**config.mk**
```make
export PLATFORM = sky130hd
export DESIGN_NAME = mul_div_unit
export DESIGN_NICKNAME = d
export VERILOG_FILES = /design/src/rtl/mul_div_unit.sv
export SDC_FILE = /design/constraint.sdc
export NUM_CORES = 1
export LEC_CHECK = 0
export CORE_UTILIZATION = 49
export DETAILED_ROUTE_END_ITERATION = 6
export GPL_TIMING_DRIVEN = 0
export PLACE_DENSITY = 0.69
export SYNTH_ARGS = -nofsm -noshare
export SYNTH_HDL_FRONTEND = slang
export SYNTH_SLANG_ARGS = --single-unit
```
**constraint.sdc**
```tcl
create_clock -name clk -period 8.38 [get_ports clk]
set_input_delay 1.257 -clock clk [delete_from_list [all_inputs] [get_ports clk]]
set_output_delay 1.257 -clock clk [all_outputs]
set_load 0.005 [all_outputs]
```
**src/rtl/mul_div_unit.sv**
```systemverilog
// rtl/mul_div_unit.sv - iterative radix-2 multiply/divide unit with HI/LO result registers
`ifndef WORD_WIDTH
`define WORD_WIDTH 32
`endif

module mul_div_unit #(
    parameter int WORD_WIDTH = `WORD_WIDTH,
    parameter int CNT_WIDTH  = 6
) (
    input  logic                  clk,
    input  logic                  rst_n,
    input  logic                  start,
    input  logic [2:0]            op,
    input  logic [WORD_WIDTH-1:0] inA,
    input  logic [WORD_WIDTH-1:0] inB,
    input  logic                  flush,
    output logic                  busy,
    output logic                  done,
    output logic [WORD_WIDTH-1:0] hi,
    output logic [WORD_WIDTH-1:0] lo,
    output logic                  div_zero
);

    localparam logic [2:0] OP_MTHI = 3'b100;
    localparam logic [2:0] OP_MTLO = 3'b101;
    localparam logic [CNT_WIDTH-1:0] LAST_STEP = CNT_WIDTH'(WORD_WIDTH - 1);

    typedef enum logic [1:0] {IDLE, CALC, DONE} state_t;

    state_t                  state;
    logic [CNT_WIDTH-1:0]    cnt;

    // Iteration registers: for multiply acc/qr are the upper/lower product
    // halves, for divide they are the partial remainder and the quotient.
    logic [WORD_WIDTH-1:0]   acc;
    logic [WORD_WIDTH-1:0]   qr;
    // Operand that is added (multiply) or subtracted (divide) every step.
    logic [WORD_WIDTH-1:0]   opd;
    logic [WORD_WIDTH-1:0]   a_raw;
    logic                    is_div;
    logic                    neg_q;
    logic                    neg_r;
    logic                    dz;

    // Operand conditioning at acceptance: signed ops work on magnitudes.
    logic                    in_signed;
    logic                    a_neg;
    logic                    b_neg;
    logic [WORD_WIDTH-1:0]   mag_a;
    logic [WORD_WIDTH-1:0]   mag_b;

    // One radix-2 step for each operation, plus the sign-corrected final result.
    logic [WORD_WIDTH:0]     mul_sum;
    logic [WORD_WIDTH:0]     div_shift;
    logic                    div_ge;
    logic [WORD_WIDTH-1:0]   acc_nx;
    logic [WORD_WIDTH-1:0]   qr_nx;
    logic [2*WORD_WIDTH-1:0] prod;
    logic [2*WORD_WIDTH-1:0] prod_fix;
    logic [WORD_WIDTH-1:0]   res_hi;
    logic [WORD_WIDTH-1:0]   res_lo;

    // Magnitudes and sign flags for the operands presented with start
    always_comb begin
        in_signed = ~op[0];
        a_neg     = in_signed & inA[WORD_WIDTH-1];
        b_neg     = in_signed & inB[WORD_WIDTH-1];
        mag_a     = a_neg ? (WORD_WIDTH'(0) - inA) : inA;
        mag_b     = b_neg ? (WORD_WIDTH'(0) - inB) : inB;
    end

    // Single iteration step and the result that is committed on the last step
    always_comb begin
        mul_sum   = {1'b0, acc} + (qr[0] ? {1'b0, opd} : {(WORD_WIDTH+1){1'b0}});
        div_shift = {acc, qr[WORD_WIDTH-1]};
        div_ge    = (div_shift >= {1'b0, opd});
        if (is_div) begin
            acc_nx = div_ge ? (div_shift[WORD_WIDTH-1:0] - opd) : div_shift[WORD_WIDTH-1:0];
            qr_nx  = {qr[WORD_WIDTH-2:0], div_ge};
        end else begin
            acc_nx = mul_sum[WORD_WIDTH:1];
            qr_nx  = {mul_sum[0], qr[WORD_WIDTH-1:1]};
        end
        prod     = {acc_nx, qr_nx};
        prod_fix = neg_q ? ((2*WORD_WIDTH)'(0) - prod) : prod;
        if (!is_div) begin
            res_hi = prod_fix[2*WORD_WIDTH-1:WORD_WIDTH];
            res_lo = prod_fix[WORD_WIDTH-1:0];
        end else if (dz) begin
            // Divide by zero: quotient saturates, remainder keeps the dividend.
            res_hi = a_raw;
            res_lo = {WORD_WIDTH{1'b1}};
        end else begin
            // Most-negative / -1 falls out naturally: 2^(W-1) negated wraps to itself.
            res_hi = neg_r ? (WORD_WIDTH'(0) - acc_nx) : acc_nx;
            res_lo = neg_q ? (WORD_WIDTH'(0) - qr_nx) : qr_nx;
        end
    end

    // Control FSM, iteration registers and the registered HI/LO/status outputs
    always_ff @(posedge clk or negedge rst_n) begin
        if (!rst_n) begin
            state    <= IDLE;
            cnt      <= '0;
            acc      <= '0;
            qr       <= '0;
            opd      <= '0;
            a_raw    <= '0;
            is_div   <= 1'b0;
            neg_q    <= 1'b0;
            neg_r    <= 1'b0;
            dz       <= 1'b0;
            busy     <= 1'b0;
            done     <= 1'b0;
            hi       <= '0;
            lo       <= '0;
            div_zero <= 1'b0;
        end else begin
            done <= 1'b0;
            case (state)
                IDLE: begin
                    if (start && !flush) begin
                        if (op == OP_MTHI) begin
                            hi       <= inA;
                            div_zero <= 1'b0;
                        end else if (op == OP_MTLO) begin
                            lo       <= inA;
                            div_zero <= 1'b0;
                        end else if (!op[2]) begin
                            is_div   <= op[1];
                            neg_q    <= a_neg ^ b_neg;
                            neg_r    <= a_neg;
                            dz       <= op[1] & (inB == '0);
                            a_raw    <= inA;
                            opd      <= op[1] ? mag_b : mag_a;
                            qr       <= op[1] ? mag_a : mag_b;
                            acc      <= '0;
                            cnt      <= '0;
                            div_zero <= 1'b0;
                            busy     <= 1'b1;
                            state    <= CALC;
                        end
                    end
                end
                CALC: begin
                    if (flush) begin
                        busy  <= 1'b0;
                        state <= IDLE;
                    end else begin
                        acc <= acc_nx;
                        qr  <= qr_nx;
                        cnt <= cnt + 1'b1;
                        if (cnt == LAST_STEP) begin
                            hi       <= res_hi;
                            lo       <= res_lo;
                            div_zero <= dz;
                            done     <= 1'b1;
                            state    <= DONE;
                        end
                    end
                end
                DONE: begin
                    busy  <= 1'b0;
                    state <= IDLE;
                end
                default: begin
                    busy  <= 1'b0;
                    state <= IDLE;
                end
            endcase
        end
    end

endmodule

```
# == After elaboration in Yosys (flattened, before gate mapping) ==
# Cells that the tools add are included.
# totals
reg_bits,207
input_bits,71
output_inout_bits,67
# classes
reduce_logical,12
order_cmp,1
bitwise_logic,8
addsub,8
n_mux,67
eq_ne,15
# ops
op,count
two-way mux 32 bit,33
one-hot mux 32 bit (2 select lines),4
subtractor 1 x 32 -> 32 bit (first input constant),4
two-way mux 64 bit,1
subtractor 1 x 64 -> 64 bit (first input constant),1
adder 32 x 32 -> 33 bit,1
greater-or-equal comparator 33 x 32 -> 1 bit,1
zero test 32 bit,1
subtractor 32 bit,1
two-way mux 6 bit,5
AND reduction 5 bit,5
!= test 2 bit (second input constant),9
two-way mux 1 bit,14
two-way mux 2 bit,6
one-hot mux 6 bit (2 select lines),1
AND reduction 6 bit,2
adder 6 x 1 -> 6 bit (second input constant),1
== test 3 bit (second input constant),2
== test 6 x 5 -> 1 bit (second input constant),1
!= test 4 bit (second input constant),1
NOT 1 bit,4
one-hot mux 1 bit (2 select lines),2
one-hot mux 2 bit (2 select lines),1
bitwise AND 1 bit,3
7 further kinds,7

# == Logic depth before layout (Yosys ltp) ==
# depth
depth_word,10
depth_mapped,20

# == Worst setup path after synthesis ==
# OpenSTA, ideal clock, no wires.
# synth_path
path_type,reg2reg
startpoint,register qr[0]
endpoint,register hi[31]
arrival_time_ps,4446
slack_ps,3852
path_buffers,1
path_stages_with_launch,19
period_less_slack_ps,4528
path_cell_list,dfrtp_1 > clkbuf_1 > and2_1 > ha_1 > inv_1 > fa_1 > nand2b_1 > a211oi_1 > o21ai_1 > a21oi_1 > nand2_1 > o21a_1 > xnor2_1 > a221o_1 > or4_4 > o41ai_2 > xor2_1 > a211o_1 > a31oi_1
# synth_via
elab_chain_len,10
# synth_lines
element,line_no,text
from (decl),36,logic [WORD_WIDTH-1:0] qr;
from (signal assigned),136,qr <= op[1] ? mag_a : mag_b;
from (signal assigned),151,qr <= qr_nx;
two-way mux 32 bit,74,"mul_sum = {1'b0, acc} + (qr[0] ? {1'b0, opd} : {(WORD_WIDTH+1){1'b0}});"
adder 32 x 32 -> 33 bit,74,
two-way mux 32 bit,77,if (is_div) begin
subtractor 1 x 32 -> 32 bit,95,res_hi = neg_r ? (WORD_WIDTH'(0) - acc_nx) : acc_nx;
two-way mux 32 bit,95,
two-way mux 32 bit,89,end else if (dz) begin
two-way mux 32 bit *,86,if (!is_div) begin
two-way mux 32 bit *,153,if (cnt == LAST_STEP) begin
two-way mux 32 bit *,146,if (flush) begin
one-hot mux 32 bit (2 select lines) *,120,case (state)
to (signal assigned),124,hi <= inA;
to (signal assigned),154,hi <= res_hi;
to (decl),19,"output logic [WORD_WIDTH-1:0] hi,"
# Every way passes the cells marked *; elsewhere a longest branch is shown, timed or not. The select of a mux whose other input is x is not followed.
# A chain may end at the register's enable or synchronous reset.

# == Worst setup path in the final report ==
# layout_path
startpoint,register is_div
endpoint,register hi[2]
# layout_via
elab_chain_len,8
# layout_lines
element,line_no,text
from (decl),40,logic is_div;
from (signal assigned),130,is_div <= op[1];
two-way mux 32 bit,77,
subtractor 1 x 32 -> 32 bit,95,
two-way mux 32 bit,95,
two-way mux 32 bit,89,
two-way mux 32 bit *,86,
two-way mux 32 bit *,153,
two-way mux 32 bit *,146,
one-hot mux 32 bit (2 select lines) *,120,
# Marks and branches as above.

==> flow_summary.ini <==
[outcome]
status = finished clean

[power]
total_power_mw = 7.52
power_frac_seq_pct = 21.5
p_leak_nw = 8.79
power_density_nw_per_um2 = 358
p_comb_share_pct = 64.0
p_sw_share_pct = 51.5
ir_worst_vdd_uv = 183
p_switching_mw = 3.87
power_frac_clock_pct = 14.5
power.internal_mw = 3.65

[place]
portBuffers = 129
dp_hpwl_um = 65700
place_area_um2 = 20200
place_inst = 2976
place_congestion = 1.01

[setup_path]
critPathArrivalTime_ns = 6.81
required_ns = 8.78
cp_slowest_stage_delay_ns = 0.72
path_class = reg -> reg
start_kind = flip-flop
path_cells = buf_2, buf_2, buf_1, clkbuf_1, buf_2, buf_2, mux2i_1, ha_1, nand2_1, or3_1, or2_2, nor2_1, a21oi_1, xnor2_1, o21ai_0, nand2_1, o21ai_0, o21ai_0
cpMostUsedCell = buf_2
critPathMaxFanout = 10
cpMaxStageDelayCell = buf_1
critical-path-top-delay-family = buffers and inverters
critPathBufInv = 6
cp-end-kind = flip-flop

[clock_network]
cts-htree-levels = 1
cts_buffers = 25
clk_path_buf_depth = 3
post_cts_buffers = 0
cts_root_buffer = clkbuf_16
cts_tree = done
clk_latency_ns = 0.56
cts_num_sinks = 207
cts_hold_buf = 0
clk_pin_slew_worst_paths_ns = 0.06
cts-resized-gates = 0

[sta]
setup_viol = 0
hold_violations = 0
final_max_slew_viol_count = 0
slew_headroom_pct = 20.0
fin_crit_sh_pct = 76.4
worst_slew_pin_slew_ns = 1.20
final.setup_skew_ns = 0.0275
hold_ws_ns = 0.478
period_needed_ns = 6.41
grt_setup_unrepaired = no
fmax_ghz = 0.156

[drt]
wl_um = 82400
first_iter_violations = 2326
drcViolationCount = 0
wire_per_inst_um = 27.3
via_per_inst = 6.61
firstDrtPassIters = 7
vias = 19980
postRouteAntennaNets = 0

[synthesis]
syn_nets = 2520
synth_common_cells = nand2_1, o21ai_0, dfrtp_1, a21oi_1, nor2_1
seq_area_frac_synth_pct = 28.3
ys.flop_type = dfrtp_1
ys_seq_elements = 207
syn_inst = 2378
synth_warnings = 0
synth_area_leaders = dfrtp_1, nand2_1, o21ai_0
avgSynthCellArea_um2 = 7.70
synth.most_common_cell = nand2_1
synth_edf_count = 0
yosys.cell_types.count = 107
async_reset_ff_share_pct = 100
synth_top_area_share_pct = 28.3
yosysTopAreaCell = dfrtp_1
synth_area_um2 = 18300

[grt]
grt_max_degree = 113
grt_pass1_wl_um = 120000
grt_use_total_pct = 42.5
grt-ovfl-total = 0
antenna_found_initial = 2
grt_pass1_vias = 18928

[die]
coreArea_um2 = 36700
pin_count = 138
start_util_pct = 49.9
dieArea_um2 = 38100
chipHeight_um = 195
num_rows = 70
die_x_um = 195

[cells_and_area]
diodes = 0
fillers = 3537
utilization_pct = 57.3
fin_nets = 2677
fin_cells = 3022
finalInstanceArea_um2 = 21000
drive_gt1_share_pct = 5.76
area_growth_pct = 14.8

[run]
drv_cap = 0

[hold_path]
worst_hold_path_type = reg -> reg
kinds of logic (layout without fill, tap and decap cells):
| logic type | count (synthesis) | count (layout) | share of synthesized area (%) |
|---|---|---|---|
| xor+xnor | 188 | 188 | 8.99 |
| fa+ha+maj | 71 | 71 | 4.93 |
| simple gates | 874 | 874 | 22.4 |
| flops | 207 | 207 | 28.3 |
| compound gates | 748 | 748 | 26.8 |
| buf+inv | 229 | 405 | 5.17 |
| mux | 61 | 61 | 3.40 |
final cells by class:
type                            count  area [um^2]  share of cell area, %
Timing Repair Buffer              130         1320                   6.30
Clock inverter                     16          140                  0.666
Tap cell                          468          586                   2.78
Multi-Input combinational cell   1942        12200                   58.0
Sequential cell                   207         5180                   24.6
Buffer                            156          673                   3.20
Clock buffer                       30          664                   3.16
Inverter                           73          274                   1.30
final timing paths:
check | startpoint | endpoint | slack (ns) | cells past startpoint
worst max-delay path | is_div | hi[2] | 1.97 | 18
worst min register to register | a_raw[14] | a_raw[14] | 0.48 | 2
worst min-delay path | a_raw[14] | a_raw[14] | 0.48 | 2
max in group asynchronous | rst_n | lo[20] | 6.58 | 2
worst max register to register | is_div | hi[2] | 1.97 | 18
min in group asynchronous | rst_n | opd[17] | 0.74 | 1
state kept, by name, indices dropped and copies added, names as in the netlist, 2 cells and up:
name,cells
a_raw,32
acc,32
cnt,6
hi,32
lo,32
opd,32
qr,32
state,2
stage by stage:
step | setup TNS [ns] | setup WS (ns)
6_report | 0 | 1.97
5_1_grt | 0 | 1.79
4_1_cts | 0 | 2.17
3_5_place_dp | 0 | 2.23
3_3_place_gp | -622.11 | -3.03
2_1_floorplan | 0 | 3.85
power groups by stage:
| stage | combinational [mW] | clock (mW) | sequential (mW) |
|---|---|---|---|
| after floorplan | 3.14 | 0 | 1.51 |
| after CTS | 4.68 | 1.09 | 1.60 |
| after global placement | 4.62 | 0 | 1.61 |
| after detailed placement | 4.65 | 0 | 1.62 |
| final | 4.81 | 1.09 | 1.62 |
| after global routing | 5.12 | 1.13 | 1.64 |
routing by layer:
metal	global-route usage, %	part of all wire, %	vias to the layer above
met3	8.08	10	260
met1	54.7	39	9552
met5	0	0	-
met2	65.4	43	1298
met4	27.7	7.7	0
li1	-	-	8870
worst reg2reg max path, cell delays in order, from the launching register on:
cell,delay (ns)
dfrtp_1,0.35
buf_2,0.28
buf_2,0.39
buf_1,0.73
clkbuf_1,0.58
buf_2,0.41
buf_2,0.35
mux2i_1,0.56
ha_1,0.27
nand2_1,0.17
or3_1,0.43
or2_2,0.34
nor2_1,0.48
a21oi_1,0.18
xnor2_1,0.15
o21ai_0,0.28
nand2_1,0.09
o21ai_0,0.09
o21ai_0,0.13
placed cells by master (no fill, tap or decap), types with 23 or more instances in the layout:
cell type        instances
o211ai_1                29
clkdlybuf4s50_1        128
clkbuf_1               112
nand2_1                392
a21oi_1                164
a31oi_1                 23
clkbuf_16               25
inv_1                   71
o22ai_1                 36
o31ai_1                 25
o221ai_1                35
xnor2_1                114
a21o_1                  28
nor2_1                 162
o21ai_0                236
nand3_1                 75
mux2i_1                 51
nor3_1                  38
ha_1                    69
and2_1                  40
xor2_1                  74
dfrtp_1                207
Power figures use the tool's default switching activity.
